[src/rtl/uart_rx.sv]
// 8N1 UART receiver: 2-flop synchronizer, 16x oversampling with a 3-sample
// mid-bit majority vote, level-held rx_avail with one-cycle acknowledge.
module uart_rx #(
   parameter int clk_freq       = 50000000,
   parameter int uart_baud_rate = 115200
) (
   input  logic       clk,
   input  logic       rst,
   input  logic       uart_rxd,
   output logic [7:0] rx_data,
   output logic       rx_avail,
   input  logic       rx_ack,
   output logic       rx_error,
   output logic       rx_overrun,
   input  logic       err_clr,
   output logic       busy
);

   localparam int DIV_RAW = clk_freq / (uart_baud_rate * 16);
   localparam int DIV     = (DIV_RAW < 1) ? 1 : DIV_RAW;
   localparam int CNT_W   = (DIV > 1) ? $clog2(DIV) : 1;
   localparam logic [CNT_W-1:0] TICK_LAST = CNT_W'(DIV - 1);

   typedef enum logic [1:0] {
      S_IDLE  = 2'd0,
      S_START = 2'd1,
      S_DATA  = 2'd2,
      S_STOP  = 2'd3
   } state_t;

   state_t           state_q, state_d;
   logic             sync1_q, sync1_d;
   logic             sync2_q, sync2_d;
   logic [CNT_W-1:0] tick_cnt_q, tick_cnt_d;
   logic [3:0]       os_cnt_q, os_cnt_d;
   logic [2:0]       bit_idx_q, bit_idx_d;
   logic [1:0]       samp_q, samp_d;
   logic             vote_q, vote_d;
   logic [7:0]       shift_q, shift_d;
   logic [7:0]       rx_data_q, rx_data_d;
   logic             rx_avail_q, rx_avail_d;
   logic             rx_error_q, rx_error_d;
   logic             rx_overrun_q, rx_overrun_d;
   logic             brk_q, brk_d;

   logic rxd_s;
   logic tick;
   logic vote_now;

   assign rxd_s    = sync2_q;
   assign tick     = (tick_cnt_q == TICK_LAST);
   // Third sample is taken live at tick 9 so STOP can act without waiting a tick.
   assign vote_now = (samp_q[0] & samp_q[1]) | (samp_q[0] & rxd_s) | (samp_q[1] & rxd_s);

   always_ff @(posedge clk) begin
      if (rst) begin
         state_q      <= S_IDLE;
         sync1_q      <= 1'b1;
         sync2_q      <= 1'b1;
         tick_cnt_q   <= '0;
         os_cnt_q     <= 4'd0;
         bit_idx_q    <= 3'd0;
         samp_q       <= 2'b11;
         vote_q       <= 1'b1;
         shift_q      <= 8'h00;
         rx_data_q    <= 8'h00;
         rx_avail_q   <= 1'b0;
         rx_error_q   <= 1'b0;
         rx_overrun_q <= 1'b0;
         brk_q        <= 1'b0;
      end else begin
         state_q      <= state_d;
         sync1_q      <= sync1_d;
         sync2_q      <= sync2_d;
         tick_cnt_q   <= tick_cnt_d;
         os_cnt_q     <= os_cnt_d;
         bit_idx_q    <= bit_idx_d;
         samp_q       <= samp_d;
         vote_q       <= vote_d;
         shift_q      <= shift_d;
         rx_data_q    <= rx_data_d;
         rx_avail_q   <= rx_avail_d;
         rx_error_q   <= rx_error_d;
         rx_overrun_q <= rx_overrun_d;
         brk_q        <= brk_d;
      end
   end

   always_comb begin
      state_d = state_q;
      unique case (state_q)
         S_IDLE:  if (!brk_q && !rxd_s) state_d = S_START;
         S_START: if (tick && os_cnt_q == 4'd15) state_d = vote_q ? S_IDLE : S_DATA;
         S_DATA:  if (tick && os_cnt_q == 4'd15 && bit_idx_q == 3'd7) state_d = S_STOP;
         S_STOP:  if (tick && os_cnt_q == 4'd9) state_d = S_IDLE;
         default: state_d = S_IDLE;
      endcase
   end

   always_comb begin
      sync1_d      = uart_rxd;
      sync2_d      = sync1_q;
      tick_cnt_d   = tick ? '0 : tick_cnt_q + CNT_W'(1);
      os_cnt_d     = os_cnt_q;
      bit_idx_d    = bit_idx_q;
      samp_d       = samp_q;
      vote_d       = vote_q;
      shift_d      = shift_q;
      rx_data_d    = rx_data_q;
      rx_avail_d   = rx_ack ? 1'b0 : rx_avail_q;
      rx_error_d   = err_clr ? 1'b0 : rx_error_q;
      rx_overrun_d = err_clr ? 1'b0 : rx_overrun_q;
      brk_d        = brk_q;

      if (state_q == S_IDLE) begin
         os_cnt_d = 4'd0;
         if (rxd_s) brk_d = 1'b0;
         // Phase-align the bit timing to the detected falling edge.
         if (state_d == S_START) tick_cnt_d = '0;
      end else if (tick) begin
         os_cnt_d = os_cnt_q + 4'd1;
         if (os_cnt_q == 4'd7) samp_d[0] = rxd_s;
         if (os_cnt_q == 4'd8) samp_d[1] = rxd_s;
         if (os_cnt_q == 4'd9) vote_d = vote_now;

         if (state_q == S_START && os_cnt_q == 4'd15) bit_idx_d = 3'd0;
         if (state_q == S_DATA && os_cnt_q == 4'd9) shift_d = {vote_now, shift_q[7:1]};
         if (state_q == S_DATA && os_cnt_q == 4'd15) bit_idx_d = bit_idx_q + 3'd1;

         if (state_q == S_STOP && os_cnt_q == 4'd9) begin
            if (vote_now) begin
               // An ack in the same cycle frees the holding register, so no overrun.
               if (rx_avail_q && !rx_ack) begin
                  rx_overrun_d = 1'b1;
               end else begin
                  rx_data_d  = shift_q;
                  rx_avail_d = 1'b1;
               end
            end else begin
               rx_error_d = 1'b1;
               brk_d      = 1'b1;
            end
         end
      end
   end

   assign rx_data    = rx_data_q;
   assign rx_avail   = rx_avail_q;
   assign rx_error   = rx_error_q;
   assign rx_overrun = rx_overrun_q;
   assign busy       = (state_q != S_IDLE);

endmodule
[config.mk]
export PLATFORM = sky130hd
export DESIGN_NAME = uart_rx
export DESIGN_NICKNAME = d
export VERILOG_FILES = /design/src/rtl/uart_rx.sv
export SDC_FILE = /design/constraint.sdc
export NUM_CORES = 1
export LEC_CHECK = 0
export BUFFER_PORTS_ARGS = -buffer_cell sky130_fd_sc_hd__buf_2
export CORE_MARGIN = 8
export CORE_UTILIZATION = 62
export DETAILED_ROUTE_END_ITERATION = 7
export GPL_ROUTABILITY_DRIVEN = 0
export PLACE_DENSITY = 0.92
export SLEW_MARGIN = 20
export SYNTH_ARGS = -nofsm -noshare
export SYNTH_HDL_FRONTEND = slang
export SYNTH_SLANG_ARGS = --single-unit
[constraint.sdc]
create_clock -name clk -period 4.55 [get_ports clk]
set_input_delay 0.2275 -clock clk [delete_from_list [all_inputs] [get_ports clk]]
set_output_delay 0.2275 -clock clk [all_outputs]
set_load 0.02 [all_outputs]
# Word-level counts from Yosys, hierarchy flattened
# Index checks and enable logic that the tools add are counted.
# word_totals
register_bits	39
inputBits	5
output_inout_bits	12
word_cells	95
# classes
add_sub_neg	3
eq_ne	12
mux	33
n_bitwise	7
reduce_logical	25
# op_table
cell	n
$mux 1	22
$mux 5	3
$reduce_and 3->1	5
$eq 4x4->1 const B	3
$mux 2	5
$logic_and 1x1->1	9
$pmux 2 s4	1
$reduce_bool 2->1	4
$mux 3	2
$add 5x1->5 const B	1
$eq 5x5->1 const B	1
$reduce_and 5->1	1
$add 4x1->4 const B	1
$eq 2x1->1 const B	2
$eq 2x2->1 const B	2
$eq 4x3->1 const B	1
$reduce_and 4->1	1
$add 3x1->3 const B	1
$and 1x1->1	3
$eq 3x3->1 const B	1
$logic_not 1->1	3
$logic_not 2->1	1
$ne 2x1->1 const B	1
$ne 2x2->1 const B	1
other kinds (3)	5

# Longest topological paths before layout
# Gate-level depths: netlist (run 1).
# logic_depth
word_depth	8
depth_mapped	7
mapped_depth_nobuf	6

# Least setup slack after synthesis (run 1)
# No wires, ideal clock.
# synth_timing
path_type	reg-to-reg
startpoint	reg tick_cnt_q[0]
endpoint	reg shift_q[0]
setup_time_ns	0.128
arrival_ns	1.415
t_required_ns	4.422
setup_slack_ns	3.008
stages_incl_launch_ff	8
n_path_buf	1
period_less_slack_ns	1.542
path_cell_list	dfxtp_1 -> inv_1 -> ha_1 -> nand4b_4 -> nor4b_4 -> buf_6 -> mux2i_1 -> nor2_1
# synth_between
elab_chain_len	2
# synth_lines
item	line	text
start: declaration	34	logic [CNT_W-1:0] tick_cnt_q, tick_cnt_d;
start signal: assignment	75	tick_cnt_q <= tick_cnt_d;
$eq 5x5->1	51	assign tick = (tick_cnt_q == TICK_LAST);
$reduce_and 3->1 (no line)	n/a	
end signal: assignment	80	shift_q <= shift_d;
end: declaration	39	logic [7:0] shift_q, shift_d;
# No other way between the ends.
# A chain may end at the register's enable or synchronous reset.

# Worst setup path in the final report (run 1)
# layout_timing
startpoint	reg state_q[0]
endpoint	out busy
# layout_between
elab_chain_len	1
# layout_lines
item	line	text
start: declaration	31	state_t state_q, state_d;
start signal: assignment	72	state_q <= state_d;
$reduce_bool 2->1	151	assign busy = (state_q != S_IDLE);
end: declaration	16	output logic busy
# No other way between the ends.

==> results of run 1 <==
[power by group]
group	switching, mW	total [mW]	internal, mW
clock	0.113	0.172	0.0590
sequential	0.00572	0.352	0.346
combinational	0.0139	0.0249	0.0109
total	0.132	0.549	0.416
[cell families (layout without fill, tap and decap cells)]
family,Yosys count,count (layout),share of synthesized area
simple gates,75,75,0.250
flops,39,39,0.434
compound gates,22,22,0.0807
mux,19,19,0.106
buf+inv,17,30,0.0515
fa+ha+maj,7,7,0.0487
xor+xnor,6,6,0.0292
[worst register-to-register path, delay by kind of cell (launching register included)]
family | cells | cell delay (ns)
AND/OR/NAND/NOR | 3 | 0.98
flip-flops | 1 | 0.36
multiplexers | 1 | 0.29
adder cells (fa/ha/maj) | 1 | 0.20
buffers and inverters | 1 | 0.07
[per-stage QoR]
stage	hold WS [ns]	util	worst slack (ns)	total power, mW
3_3_place_gp	0.400	0.670	2.69	0.383
6_report	0.0612	0.691	2.47	0.549
4_1_cts	0.0531	0.691	2.51	0.553
5_1_grt	0.0275	0.691	2.36	0.572
3_5_place_dp	0.401	0.670	2.53	0.385
2_1_floorplan	0.324	-	3.01	0.378
[path summary, 6_finish.rpt]
path | from | to | depth (start not counted)
setup / recovery | state_q[0]$_SDFF_PP0_ | busy | 3
hold reg to reg | sync1_q$_SDFF_PP1_ | rxd_s$_SDFF_PP1_ | 1
hold / removal | uart_rxd | sync1_q$_SDFF_PP1_ | 2
setup reg to reg | tick_cnt_q[0]$_SDFF_PP0_ | shift_q[6]$_SDFFE_PP0P_ | 6
[registers in the layout, summed over array words and instances, names as in the netlist, 2 cells and up]
register and cells:
bit_idx_q 3, state_q 2, tick_cnt_q 5, shift_q 8, os_cnt_q 4, rx_data 8, samp_q 2
[cell type report]
class                      instances  area share
inverter                           6      0.0118
sequential                        39       0.410
timing repair buffer              16      0.0420
tap                               31      0.0204
multi-input combinational        129       0.486
clock inverter                     3      0.0105
clock buffer                       5      0.0197
[metal layers]
metal / part of all wire / vias up / wire length [um]
met5: 0 / - / 0
met4: 0.016 / 0 / 54
met3: 0.056 / 10 / 192
met2: 0.51 / 36 / 1730
met1: 0.42 / 612 / 1430
li1: - / 658 / -
[cells in the final DEF, fill, tap and decap left out, types with 3 or more instances in the layout]
cell type,synthesis,final
a211o_1,3,3
a21oi_1,7,7
buf_2,4,16
clkbuf_4,0,5
dfxtp_1,39,39
ha_1,7,7
inv_1,6,6
mux2i_1,19,19
nand2_1,8,8
nand2b_1,22,22
nand3_1,5,5
nor2_1,19,19
nor3_1,5,5
o21ai_0,3,3
xnor2_1,3,3
xor2_1,3,3
==> impl_metrics.py, run 1 <==
metrics = {
    "clock_network": {
        "clock_latency_ns": 0.34,
        "cts-resized-gates": 0,
        "cts_sinks": 39,
        "hold_buffers": 0,
        "htree_levels": 2,
        "cts_buffer_depth": 2,
        "cts_setup_buffers": 0,
        "cts-root-buf": "clkbuf_4",
        "clkTransAtPathRegs_ns": 0.12,
        "cts_tree": "yes",
        "numCtsBuffers": 5,
    },
    "setup_path": {
        "regToRegSetupSlack_ns": 2.53,
        "slowest_stage": "nor2_1",
        "cp.required_ns": 4.32,
        "slowest_delay_ns": 0.66,
        "cp_cell_sequence": "nor2_1, inv_1, buf_2",
        "startpoint_type": "flip-flop",
        "end_kind": "output port",
        "crit_fanout": 12,
        "path_buf_inv": 2,
        "cp.arrival_ns": 1.86,
        "path_delay_family": "simple AND/OR/NAND/NOR gates",
        "critical_path_class": "reg2out",
    },
    "yosys": {
        "synth.net_count": 197,
        "yosysTopAreaCell": "dfxtp_1",
        "synth_top_area_share": 0.434,
        "synth_seq_area_share": 0.434,
        "synth_enable_flop_cells": 0,
        "synthArstFlopShare": 0,
        "synth.most_common_cell": "dfxtp_1",
        "synth.avg_cell_area_sq_um": 9.73,
        "ys_warn_count": 0,
        "synth.ff_latch_count": 39,
        "ys_top_cells_by_area": "dfxtp_1 43%, mux2i_1 11%, nand2b_1 7.6%",
        "synth_area_sq_um": 1800,
        "synth_top_flop_cell": "dfxtp_1",
        "synthTopCellsByCount": "39 x dfxtp_1, 22 x nand2b_1, 19 x mux2i_1, 19 x nor2_1, 8 x nand2_1",
        "yosysUniqueCellTypes": 39,
        "syn_inst": 185,
    },
    "timing": {
        "clock.fmax_mhz": 480,
        "final-setup-viol-count": 0,
        "tns_ns": 0,
        "relSlewSlack": 0.469,
        "hold_violations": 0,
        "skew_ns": 0.00772,
        "min_period_ns": 2.08,
        "tightestPinTransition_ns": 0.794,
        "drv_slew": 0,
        "fin_crit_sh": 0.458,
        "rsz0062_at_grt": "false",
    },
    "flow_run": {
        "cap_violations": 0,
    },
    "die": {
        "die_w_um": 69.9,
        "core_area_sq_um": 2760,
        "start_util": 0.652,
        "rows": 19,
        "dieArea_sq_um": 4880,
        "die-height_um": 69.9,
        "io_pins": 17,
    },
    "placement": {
        "placed_cell_area_sq_um": 1850,
        "placedCellCount": 221,
        "io_buffers": 16,
        "dp_hpwl_um": 2530,
    },
    "drt": {
        "wire_per_inst_um": 14.8,
        "route.detailed.drc": 0,
        "drt_wl_total_um": 3400,
        "dr.first_iter.drc_count": 47,
        "dr.pass1.iters": 4,
        "vias_per_cell": 5.75,
        "vias": 1316,
        "detail-route-antenna-nets": 0,
    },
    "global_route": {
        "grt.met1_usage": 0.145,
        "use_met3": 0.0579,
        "grt_pass1_wl_um": 5890,
        "grt_pass1_vias": 1333,
        "use_met2": 0.253,
        "grt_overflow_total": 0,
        "antenna_found_initial": 0,
        "grtUsageTotal": 0.143,
        "grt_max_degree": 45,
        "grt_busiest_layer": "met2",
    },
    "hold_path": {
        "min_path_type": "in2reg",
    },
    "cells_and_area": {
        "layout.cells.non_filler": 229,
        "area_delta_synth_final_pct": 5.91,
        "multi_input_area_sq_um": 926,
        "drive_gt1_frac": 0.162,
        "num_antenna_cells": 0,
        "seq_area_sq_um": 781,
        "fin_area_sq_um": 1910,
        "final_net_count": 209,
        "fill_cells": 214,
    },
    "outcome": {
        "status": "completed",
    },
    "power": {
        "power.density_nw_per_um2": 288,
        "power.leakage_nw": 0.739,
        "peakVddDrop_mv": 0.260,
    },
}
Power figures use the tool's default switching activity.
==> run 2, diff against run 1 <==
--- a/config.mk
+++ b/config.mk
@@ -7,10 +7,10 @@
 export LEC_CHECK = 0
 export BUFFER_PORTS_ARGS = -buffer_cell sky130_fd_sc_hd__buf_2
 export CORE_MARGIN = 8
-export CORE_UTILIZATION = 62
+export CORE_UTILIZATION = 57
 export DETAILED_ROUTE_END_ITERATION = 7
 export GPL_ROUTABILITY_DRIVEN = 0
-export PLACE_DENSITY = 0.92
+export PLACE_DENSITY = 0.86
 export SLEW_MARGIN = 20
 export SYNTH_ARGS = -nofsm -noshare
 export SYNTH_HDL_FRONTEND = slang
==> constraint.sdc (replaced) <==
create_clock -name clk -period 2 [get_ports clk]
set_input_delay 0.1 -clock clk [delete_from_list [all_inputs] [get_ports clk]]
set_output_delay 0.1 -clock clk [all_outputs]
set_load 0.02 [all_outputs]
==> impl_metrics.py, run 2 (synthesis gave the netlist of run 1 again) <==
metrics = {
    "outcome": {
        "status": "completed",
    },
    "clock_network": {
        "cts_setup_buffers": 0,
        "cts_tree": "yes",
        "cts_buffer_depth": 2,
        "clkTransAtPathRegs_ns": 0.12,
        "clock_latency_ns": 0.36,
        "htree_levels": 2,
        "numCtsBuffers": 5,
        "cts-root-buf": "clkbuf_4",
        "cts_sinks": 39,
    },
    "drt": {
        "vias_per_cell": 5.48,
        "dr.pass1.iters": 4,
        "detail-route-antenna-nets": 0,
        "drt_wl_total_um": 3360,
        "vias": 1360,
        "dr.first_iter.drc_count": 119,
        "wire_per_inst_um": 13.5,
        "route.detailed.drc": 0,
    },
    "setup_path": {
        "slowest_delay_ns": 0.35,
        "cp.arrival_ns": 1.96,
        "end_kind": "flip-flop",
        "cp.required_ns": 2.22,
        "cp_cell_sequence": "inv_1, ha_1, nand4b_4, nor4b_4, buf_4, mux2i_1, nor2_1",
        "r2r-start": "tick_cnt_q[0]$_SDFF_PP0_",
        "startpoint_type": "flip-flop",
        "critPathLaunch": "tick_cnt_q[0]$_SDFF_PP0_",
        "endpoint": "shift_q[0]$_SDFFE_PP0P_",
        "reg2reg_depth": 7,
        "reg2reg_to": "shift_q[0]$_SDFFE_PP0P_",
        "critical_path_class": "reg2reg",
        "crit_fanout": 8,
        "slowest_stage": "dfxtp_1",
        "regToRegSetupSlack_ns": 0.27,
    },
    "die": {
        "start_util": 0.594,
        "die_w_um": 72.2,
        "dieArea_sq_um": 5210,
        "io_pins": 17,
        "core_area_sq_um": 3030,
        "rows": 20,
        "die-height_um": 72.2,
    },
    "timing": {
        "fin_crit_sh": 0.867,
        "clock.fmax_mhz": 577,
        "setup_ws_ns": 0.266,
        "min_period_ns": 1.73,
        "skew_ns": 0.0181,
        "final-setup-viol-count": 0,
        "drv_slew": 0,
        "tightestPinTransition_ns": 0.635,
        "hold_violations": 0,
        "tns_ns": 0,
        "rsz0062_at_grt": "false",
        "relSlewSlack": 0.576,
    },
    "cells_and_area": {
        "final_cell_mix": "39 x dfxtp_1, 22 x nand2b_1, 19 x nor2_1, 19 x mux2i_1, 16 x buf_2",
        "fill_cells": 239,
        "final_common_cell": "dfxtp_1",
        "final_net_count": 215,
        "area_delta_synth_final_pct": 9.60,
        "num_antenna_cells": 0,
        "utilization": 0.651,
        "drive_gt1_frac": 0.176,
    },
    "power": {
        "p_clk_frac": 0.314,
        "peakVddDrop_mv": 0.339,
        "p_seq_frac": 0.637,
        "internal-power_mw": 0.951,
        "power.net_switching_mw": 0.305,
        "power.density_nw_per_um2": 637,
        "power.leakage_nw": 0.768,
        "combPwrFrac": 0.049,
        "switching_share": 0.243,
    },
    "hold_path": {
        "min_path_type": "in2reg",
    },
    "placement": {
        "io_buffers": 16,
        "dp_hpwl_um": 2480,
        "pre_cts_slack_ns": 0.269,
    },
    "global_route": {
        "grt_overflow_total": 0,
        "grt_pass1_wl_um": 5790,
        "antenna_found_initial": 0,
        "grtUsageTotal": 0.140,
        "grt_max_degree": 45,
        "grt_pass1_vias": 1354,
    },
    "flow_run": {
        "cap_violations": 0,
    },
}
## run 2: cell count changes in the layout (fill, tap and decap cells not counted), sizes merged
cell	before	now
buf	16	20
dlygate4sd3	0	2
## run 2: cell type report
class	instances	area, sq um	share of cell area
Clock inverter	3	20.0	0.0102
Clock buffer	5	37.5	0.0190
Tap cell	44	55.1	0.0279
Timing Repair Buffer	22	130	0.0660
Sequential cell	39	781	0.396
Multi-Input combinational cell	129	926	0.470
Inverter	6	22.5	0.0114
## run 2: per-layer routing
layer / GRT usage / routed length [um]
met5: 0 / 0
met4: 0.0816 / 103
met3: 0.0510 / 165
met2: 0.236 / 1690
met1: 0.147 / 1400
## run 2: power groups by stage
stage                     combinational, mW  clock [mW]  sequential [mW]
after detailed placement             0.0585           0            0.818
after global routing                 0.0691       0.436            0.802
final                                0.0617       0.394            0.801
after global placement               0.0551           0            0.817
after floorplan                      0.0471           0            0.813
after CTS                            0.0618       0.407            0.801
## run 2: worst max-delay path: cells and delay by family (launching register included)
kind / cells / cell delay [ns]
adders and majority gates: 1 / 0.21
buffers and inverters: 2 / 0.29
muxes: 1 / 0.21
and+or+nand+nor: 3 / 0.54
DFF: 1 / 0.35
## run 2: stage by stage
step                      std cells  hold slack [ns]  area (sq um)  total power [mW]
after floorplan                 185            0.197          1800             0.860
after global placement          238            0.285          1890             0.872
after detailed placement        238            0.288          1890             0.877
after CTS                       248           0.0694          1970              1.27
after global routing            248            0.105          1970              1.31
final                           248           0.0700          1970              1.26
## run 2: worst min-delay path by stage
stage | startpoint | end | depth (start not counted)
6_report | rx_ack | rx_avail$_SDFF_PP0_ | 3
5_1_grt | rx_ack | rx_overrun$_SDFF_PP0_ | 3
4_1_cts | rx_ack | rx_avail$_SDFF_PP0_ | 3
3_5_place_dp | uart_rxd | sync1_q$_SDFF_PP1_ | 2
3_3_place_gp | uart_rxd | sync1_q$_SDFF_PP1_ | 2
2_1_floorplan | err_clr | rx_overrun$_SDFF_PP0_ | 1
## run 2: repair_timing
action / in CTS / in global routing
hold endpoints to repair: 2 / 0
hold buffers: 2 / 0
setup endpoints to repair: 0 / 0
gates resized for setup: 0 / 0
